File: src/rtl/mpp_po_tracker_if.sv
// Tracker bus: the filtered-power sample and enable go in; the converter
// reference, its direction and the status flags come out.
interface mpp_po_tracker_if #(
  parameter int DW = 24
);
  logic                 en;
  logic signed [DW-1:0] din;
  logic [15:0]          vref;
  logic                 dir;
  logic                 upd;
  logic                 busy;

  modport master (output en, output din, input vref, input dir, input upd, input busy);
  modport slave  (input en, input din, output vref, output dir, output upd, output busy);
endinterface

File: src/rtl/mpp_po_tracker.sv
// Perturb-and-observe MPP tracker: perturb vref, settle, average N filtered
// power samples, compare with the previous window and step toward higher power.
module mpp_po_tracker #(
  parameter int DW        = 24,
  parameter int SETTLE    = 16,
  parameter int AVG_LOG2  = 3,
  parameter int STEP      = 64,
  parameter int VREF_INIT = 32768,
  parameter int VREF_MIN  = 1024,
  parameter int VREF_MAX  = 64512
) (
  input  logic             clk,
  input  logic             rst_n,
  mpp_po_tracker_if.slave  bus
);
  localparam int N    = 1 << AVG_LOG2;
  localparam int AW   = DW + AVG_LOG2;
  localparam int MAXC = (SETTLE > N) ? SETTLE : N;
  localparam int CW   = $clog2(MAXC) + 1;

  localparam logic signed [17:0] STEP_S = 18'(STEP);
  localparam logic signed [17:0] VMAX_S = 18'(VREF_MAX);
  localparam logic signed [17:0] VMIN_S = 18'(VREF_MIN);

  typedef enum logic [1:0] {S_IDLE, S_SETTLE, S_ACCUM, S_DECIDE} state_t;

  state_t               state_q;
  logic [CW-1:0]        cnt_q;
  logic signed [AW-1:0] acc_q;
  logic signed [DW-1:0] prev_q;
  logic                 have_prev_q;
  logic [15:0]          vref_q;
  logic                 dir_q;
  logic                 upd_q;
  logic                 busy_q;

  logic signed [AW-1:0] acc_d;
  logic signed [DW-1:0] avg_d;
  logic                 dir_pick;
  logic signed [17:0]   vref_sum;
  logic [15:0]          vref_d;
  logic                 dir_d;

  // Decision datapath; only consumed in DECIDE and while accumulating.
  always_comb begin
    acc_d    = acc_q + AW'(bus.din);
    avg_d    = DW'(acc_q >>> AVG_LOG2);
    dir_pick = (have_prev_q && (avg_d < prev_q)) ? ~dir_q : dir_q;
    vref_sum = dir_pick ? ($signed({2'b00, vref_q}) + STEP_S)
                        : ($signed({2'b00, vref_q}) - STEP_S);
    vref_d   = 16'(vref_sum);
    dir_d    = dir_pick;
    if (vref_sum > VMAX_S) begin
      vref_d = 16'(VREF_MAX);
      dir_d  = ~dir_pick;
    end else if (vref_sum < VMIN_S) begin
      vref_d = 16'(VREF_MIN);
      dir_d  = ~dir_pick;
    end
  end

  always_ff @(posedge clk or negedge rst_n) begin
    if (!rst_n) begin
      state_q     <= S_IDLE;
      cnt_q       <= '0;
      acc_q       <= '0;
      prev_q      <= '0;
      have_prev_q <= 1'b0;
      vref_q      <= 16'(VREF_INIT);
      dir_q       <= 1'b1;
      upd_q       <= 1'b0;
      busy_q      <= 1'b0;
    end else begin
      upd_q <= 1'b0;
      // Dropping enable outside DECIDE abandons the window and forgets history.
      if (!bus.en && (state_q == S_SETTLE || state_q == S_ACCUM)) begin
        state_q     <= S_IDLE;
        cnt_q       <= '0;
        acc_q       <= '0;
        have_prev_q <= 1'b0;
        busy_q      <= 1'b0;
      end else begin
        case (state_q)
          S_IDLE: begin
            if (bus.en) begin
              state_q <= S_SETTLE;
              cnt_q   <= '0;
              busy_q  <= 1'b1;
            end
          end
          S_SETTLE: begin
            if (cnt_q == CW'(SETTLE - 1)) begin
              state_q <= S_ACCUM;
              cnt_q   <= '0;
              acc_q   <= '0;
            end else begin
              cnt_q <= cnt_q + 1'b1;
            end
          end
          S_ACCUM: begin
            acc_q <= acc_d;
            if (cnt_q == CW'(N - 1)) begin
              state_q <= S_DECIDE;
              cnt_q   <= '0;
            end else begin
              cnt_q <= cnt_q + 1'b1;
            end
          end
          S_DECIDE: begin
            vref_q      <= vref_d;
            dir_q       <= dir_d;
            prev_q      <= avg_d;
            have_prev_q <= 1'b1;
            upd_q       <= 1'b1;
            cnt_q       <= '0;
            state_q     <= bus.en ? S_SETTLE : S_IDLE;
            busy_q      <= bus.en;
          end
          default: begin
            state_q <= S_IDLE;
            busy_q  <= 1'b0;
          end
        endcase
      end
    end
  end

  assign bus.vref = vref_q;
  assign bus.dir  = dir_q;
  assign bus.upd  = upd_q;
  assign bus.busy = busy_q;
endmodule
File: src/flat_wrapper.sv
// flat-port wrapper written by rule: the top's interface ports become plain ports
module mpp_po_tracker_flat 
#(
  parameter int DW        = 24,
  parameter int SETTLE    = 16,
  parameter int AVG_LOG2  = 3,
  parameter int STEP      = 64,
  parameter int VREF_INIT = 32768,
  parameter int VREF_MIN  = 1024,
  parameter int VREF_MAX  = 64512
)
  (clk, rst_n, bus_en, bus_din, bus_vref, bus_dir, bus_upd, bus_busy);
  mpp_po_tracker_if #(.DW(DW)) bus_i ();
  input  logic clk;
  input  logic rst_n;
  input wire logic [$bits(bus_i.en)-1:0] bus_en;
  input wire logic [$bits(bus_i.din)-1:0] bus_din;
  output wire logic [$bits(bus_i.vref)-1:0] bus_vref;
  output wire logic [$bits(bus_i.dir)-1:0] bus_dir;
  output wire logic [$bits(bus_i.upd)-1:0] bus_upd;
  output wire logic [$bits(bus_i.busy)-1:0] bus_busy;
  assign bus_i.en = bus_en;
  assign bus_i.din = bus_din;
  assign bus_vref = bus_i.vref;
  assign bus_dir = bus_i.dir;
  assign bus_upd = bus_i.upd;
  assign bus_busy = bus_i.busy;
  mpp_po_tracker #(.DW(DW), .SETTLE(SETTLE), .AVG_LOG2(AVG_LOG2), .STEP(STEP), .VREF_INIT(VREF_INIT), .VREF_MIN(VREF_MIN), .VREF_MAX(VREF_MAX)) u_core (.clk(clk), .rst_n(rst_n), .bus(bus_i));
endmodule
File: config.mk
export PLATFORM = sky130hd
export DESIGN_NAME = mpp_po_tracker_flat
export DESIGN_NICKNAME = d
export VERILOG_FILES = /design/src/rtl/mpp_po_tracker_if.sv /design/src/rtl/mpp_po_tracker.sv /design/src/flat_wrapper.sv
export SDC_FILE = /design/constraint.sdc
export NUM_CORES = 1
export LEC_CHECK = 0
export CAP_MARGIN = 10
export CORE_ASPECT_RATIO = 0.9
export CORE_MARGIN = 4
export CORE_UTILIZATION = 52
export CTS_BUF_LIST = sky130_fd_sc_hd__clkbuf_8
export DETAILED_ROUTE_END_ITERATION = 8
export DONT_BUFFER_PORTS = 1
export PLACE_DENSITY = 0.67
export REMOVE_ABC_BUFFERS = 1
export SLEW_MARGIN = 10
export SYNTH_ARGS = -nofsm -noshare
export SYNTH_HDL_FRONTEND = slang
export SYNTH_SLANG_ARGS = --single-unit
File: constraint.sdc
create_clock -name clk -period 6.9 [get_ports clk]
set_input_delay 2.07 -clock clk [delete_from_list [all_inputs] [get_ports clk]]
set_output_delay 2.07 -clock clk [all_outputs]
set_load 0.01 [all_outputs]
# Word-level counts from Yosys, hierarchy flattened
# Cells that the tools add are included.
[totals]
elab_cells = 66
output_inout_bits = 19
regBits = 78
[classes]
bitwise_logic = 3
magnitude_cmp = 3
n_reduce_logical = 12
add_sub_neg = 4
n_mux = 27
eq_ne = 8
[ops]
columns = ["operator", "count"]
rows = [
  ["27-bit 2-to-1 mux", 2],
  ["27-bit case mux with 2 select lines", 1],
  ["16-bit 2-to-1 mux", 2],
  ["27-bit by 24-bit adder with 27-bit output", 1],
  ["24-bit < comparator", 1],
  ["5-bit 2-to-1 mux", 4],
  ["5-bit case mux with 4 select lines", 1],
  ["18-bit by 17-bit > comparator with 1-bit output, second input constant", 1],
  ["18-bit by 12-bit < comparator with 1-bit output, second input constant", 1],
  ["18-bit 2-to-1 mux", 1],
  ["16-bit by 7-bit adder with 17-bit output, second input constant", 1],
  ["16-bit by 7-bit subtractor with 17-bit output, second input constant", 1],
  ["1-bit 2-to-1 mux", 10],
  ["2-bit 2-to-1 mux", 4],
  ["2-bit case mux with 4 select lines", 1],
  ["3-bit != test, second input constant", 2],
  ["2-bit AND reduction", 3],
  ["3-bit nonzero test", 2],
  ["5-bit by 1-bit adder with 5-bit output, second input constant", 1],
  ["5-bit by 3-bit equality test with 1-bit output, second input constant", 1],
  ["5-bit by 4-bit equality test with 1-bit output, second input constant", 1],
  ["2-bit equality test, second input constant", 2],
  ["3-bit by 2-bit != test with 1-bit output, second input constant", 1],
  ["1-bit inverter", 3],
  ["other kinds (8)", 9],
]

# Logic depth before layout (Yosys ltp)
[depth]
ltp_word = 7
depth_mapped = 15

# Worst setup path after synthesis
# OpenSTA, ideal clock, no wires.
[synth_path]
path_kind = "in2reg"
from = "in bus_din[0]"
to = "reg u_core.acc_q[26]"
stages = 13
slack_ps = 2391
arrival_ps = 4415
setup_ps = 94
t_required_ps = 6806
path_cell_list = "ha_1 -> fa_1 -> a21oi_1 -> o21bai_1 -> nand2_1 -> a211oi_1 -> o2111ai_1 -> a31oi_1 -> a221o_1 -> a21oi_1 -> a211oi_1 -> a31o_2 -> a211oi_1"
[synth_via]
elab_chain_cells = 3
[synth_rtl]
columns = ["element", "line_no", "text"]
rows = [
  ["start, declared", "flat_wrapper.sv:17", "input wire logic [$bits(bus_i.din)-1:0] bus_din;"],
  ["27-bit by 24-bit adder with 27-bit output", "mpp_po_tracker.sv:46", "acc_d = acc_q + AW'(bus.din);"],
  ["27-bit case mux with 2 select lines", "mpp_po_tracker.sv:83", "case (state_q)"],
  ["27-bit 2-to-1 mux", "mpp_po_tracker.sv:76", "if (!bus.en && (state_q == S_SETTLE || state_q == S_ACCUM)) begin"],
  ["end signal, assigned", "mpp_po_tracker.sv:79", "acc_q <= '0;"],
  ["end signal, assigned", "mpp_po_tracker.sv:95", "acc_q <= '0;"],
  ["end signal, assigned", "mpp_po_tracker.sv:101", "acc_q <= acc_d;"],
  ["end, declared", "mpp_po_tracker.sv:29", "logic signed [AW-1:0] acc_q;"],
]
# No other way between the ends.
# A chain may end at the register's enable or synchronous reset.

# Worst setup path in the final report
# Same ends and word-level chain as after synthesis.

==> flow_summary_export.csv <==
group,metric,value,unit
setup_path,cp-start-kind,"input port",
power,vdd_drop_max,0.224,mV
setup_path,worstSetupStartpoint,"bus_din[0]",
job,maxCapViolations,0,
setup_path,crit_buf_inv,0,
layout,final_common_cell,"dfrtp_1",
clocking,ctsHoldBuffers,0,
logic_synthesis,synth_ff_type,"dfrtp_1",
clocking,cts_max_path_buffers,2,
grt,antenna_found_initial,0,
placement,io_buffers,0,
timing,slew_violations,0,
routing,first_pass_iters,4,
setup_path,worstReg2RegStart,"u_core.acc_q[26]$_DFFE_PN0P_",
setup_path,slowest_delay,0.56,ns
setup_path,cp.depth,13,
hold_path,hold_class,"flip-flop to flip-flop",
power,p_int,1.49,mW
routing,wirelength,11400,µm
layout,final_area,5640,µm²
setup_path,crit_required,7.16,ns
power,seq_power_share,27.3,%
logic_synthesis,syn_avg_cell_area,8.76,µm²
power,p_switching,1.26,mW
clocking,cts_made_buffers,9,
setup_path,r2r_cells,12,
clocking,clk_pin_slew,0.07,ns
power,p_clk_share,14.0,%
timing,timing.hold.ws,0.516,ns
setup_path,crit_chain,"ha_1, fa_1, a21oi_1, o21bai_1, nand2_1, a211oi_1, o2111ai_1, a31oi_1, a221o_1, a21oi_1, a211oi_1, a311oi_1, a211oi_1",
layout,layout.nets,685,
power,netSwitchingFraction,45.8,%
logic_synthesis,yosys_warnings,0,
layout,nFillCells,921,
outcome,outcome,"finished clean",
grt,gr-usage-all-layers,20.1,%
logic_synthesis,synth_edf_count,0,
layout,mostFrequentLayoutCells,"70 x dfrtp_1, 68 x nand2_1, 58 x ha_1, 50 x o21ai_0, 45 x inv_1",
clocking,root_buffer,"clkbuf_8",
clocking,cts-resized-gates,0,
setup_path,crit_family,"compound AO/OA/AOI/OAI gates",
hold_path,hold_depth,2,
floorplanning,initial_core_util,54.6,%
timing,clock_skew,0.00670,ns
placement,dpl.hpwl,8320,µm
power,power.leakage,2.66,nW
timing,tns,0,ns
routing,ant_nets,0,
grt,grt_overflow,0,
timing,finalHoldViolations,0,
clocking,htreeDepth,3,
timing,worst_pin_slew,1.14,ns
logic_synthesis,ys_async_sr_fraction,100,%
placement,gp_congestion,0.849,
floorplanning,dieArea,12100,µm²
routing,route.detailed.drc,0,
setup_path,cp_slowest_cell,"a211oi_1",
timing,max_slew_margin,23.8,%
floorplanning,core,9870,µm²
routing,vias,4290,
setup_path,cp_max_fo,3,
floorplanning,rows,34,
logic_synthesis,synth.cell_area,5390,µm²
routing,vias_per_cell,5.88,
logic_synthesis,ys_seq_area_share,33.5,%
clocking,clock_sink_count,72,
placement,place_area,5410,µm²
grt,grt_pass1_vias,4142,
routing,first_iter_violations,205,
layout,regArea,1800,µm²
layout,diodes,0,
setup_path,crit_top_cell,"a211oi_1",
timing,post-route-min-period,4.67,ns
timing,rsz0062_at_grt,"no",
floorplanning,boundaryPins,46,
logic_synthesis,syn_inst,615,
setup_path,critical_path_class,"input port to flip-flop",
logic_synthesis,yosysUniqueCellTypes,64,
setup_path,endpoint_kind,"flip-flop",
timing,max_freq,0.214,GHz
layout,area.growth.synth_to_final,4.72,%
timing,setup_violations,0,
grt,grt_start_max_net_pins,73,
logic_synthesis,ys_ff_latch,72,
setup_path,critPathArrivalTime,4.93,ns
routing,routedWlPerCell,15.6,µm
hold_path,min_from,"u_core.bus.dir$_DFFE_PN1P_",
layout,final_layout_size_suffix_gt1_share,4.47,%
floorplanning,die_w,115,µm
clocking,post_cts_buffers,0,
power,comb_power_share,58.7,%
power,powerDensity,488,nW/µm²
clocking,cts_tree,"done",
timing,finalCritPeriodShare,67.7,%
grt,grt_first_pass_wirelength,20000,µm
floorplanning,die_h,105,µm
clocking,clk-insertion-delay-late,0.35,ns
layout,multi_input_area,3280,µm²
## tightest hold or removal path: cells and delay by family (launching register included)
family,cells,cell delay (ns)
compound gates,1,0.05
simple gates,1,0.06
flops,1,0.40
## registers in the layout, indices dropped and copies added (netlist names)
name and flops:
u_core.bus.vref 10, u_core.acc_q 27, u_core.have_prev_q 1, u_core.bus.busy 1, u_core.bus.upd 1, u_core.bus.dir 1, u_core.state_q 2, u_core.cnt_q 5
u_core.prev_q 24
## power groups by stage
stage          sequential, mW  combinational, mW  clock [mW]
3_3_place_gp            0.753               1.57           0
2_1_floorplan           0.712               1.28           0
4_1_cts                 0.751               1.62       0.398
3_5_place_dp            0.758               1.61           0
5_1_grt                 0.780               1.86       0.419
6_report                0.751               1.61       0.386
## layout make-up
cell class,instances,share of cell area [%]
well taps,126,2.80
clock buffers,12,2.93
multi-input cells,472,58.2
flip-flops and latches,72,32.0
inverters,44,2.93
clock inverters,4,1.20
## metrics by stage
step | utilization, % | cells | worst slack [ns] | power, mW
after detailed placement | 54.8 | 714 | 1.94 | 2.37
after global placement | 54.8 | 714 | 2.11 | 2.32
after CTS | 57.2 | 730 | 2.30 | 2.77
after global routing | 57.2 | 730 | 2.01 | 3.05
final | 57.2 | 730 | 2.23 | 2.75
after floorplan | - | 588 | 2.39 | 1.99
## metal layers
| layer | vias to the layer above | GRT usage (%) | part of all wire, % |
|---|---|---|---|
| met5 | - | 0 | 0 |
| met4 | 0 | 4.78 | 1.5 |
| met3 | 12 | 4.91 | 4.6 |
| met2 | 79 | 30.0 | 43 |
| met1 | 2021 | 29.5 | 51 |
| li1 | 2178 | - | - |
## final timing paths
path                       slack [ns]                             to
min in group asynchronous        1.41  u_core.prev_q[11]$_DFFE_PN0P_
hold / removal                   0.52     u_core.bus.dir$_DFFE_PN1P_
max in group asynchronous        5.27     u_core.bus.dir$_DFFE_PN1P_
setup / recovery                 2.23   u_core.acc_q[26]$_DFFE_PN0P_
hold reg to reg                  0.52     u_core.bus.dir$_DFFE_PN1P_
setup reg to reg                 2.64     u_core.bus.dir$_DFFE_PN1P_
## kinds of logic after synthesis
family | share of synthesized area, %
compound gates | 24.0
simple gates | 15.9
buf+inv | 5.95
flops | 33.5
fa+ha+maj | 13.8
xor+xnor | 4.88
mux | 1.88
other cells | 0.0696
## Yosys cell counts (3+ instances only)
cell | instances | share of area [%]
and3_1 | 11 | 1.3
o31ai_1 | 9 | 1.3
a21o_1 | 13 | 1.8
nand2b_1 | 12 | 1.4
buf_4 | 7 | 0.98
clkbuf_1 | 21 | 1.5
a22o_1 | 24 | 3.9
o21bai_1 | 6 | 0.84
dfrtp_1 | 70 | 33
a31oi_1 | 3 | 0.35
o21a_1 | 5 | 0.70
a21oi_1 | 41 | 3.8
a22oi_1 | 3 | 0.42
nor2_1 | 28 | 2.0
nand2_1 | 68 | 4.7
ha_1 | 58 | 13
xor2_1 | 13 | 2.1
nor2b_1 | 7 | 0.81
nand3_1 | 16 | 1.5
o32ai_1 | 3 | 0.49
or3_1 | 8 | 0.93
xnor2_1 | 17 | 2.8
a32o_1 | 4 | 0.74
a211oi_1 | 8 | 1.1
nand4_1 | 4 | 0.46
and2_1 | 5 | 0.58
nor3_1 | 9 | 0.84
o21ai_0 | 50 | 4.6
mux2i_1 | 3 | 0.56
o22a_1 | 3 | 0.49
inv_1 | 43 | 3.0
No activity file was read; power rests on OpenSTA's default activity.
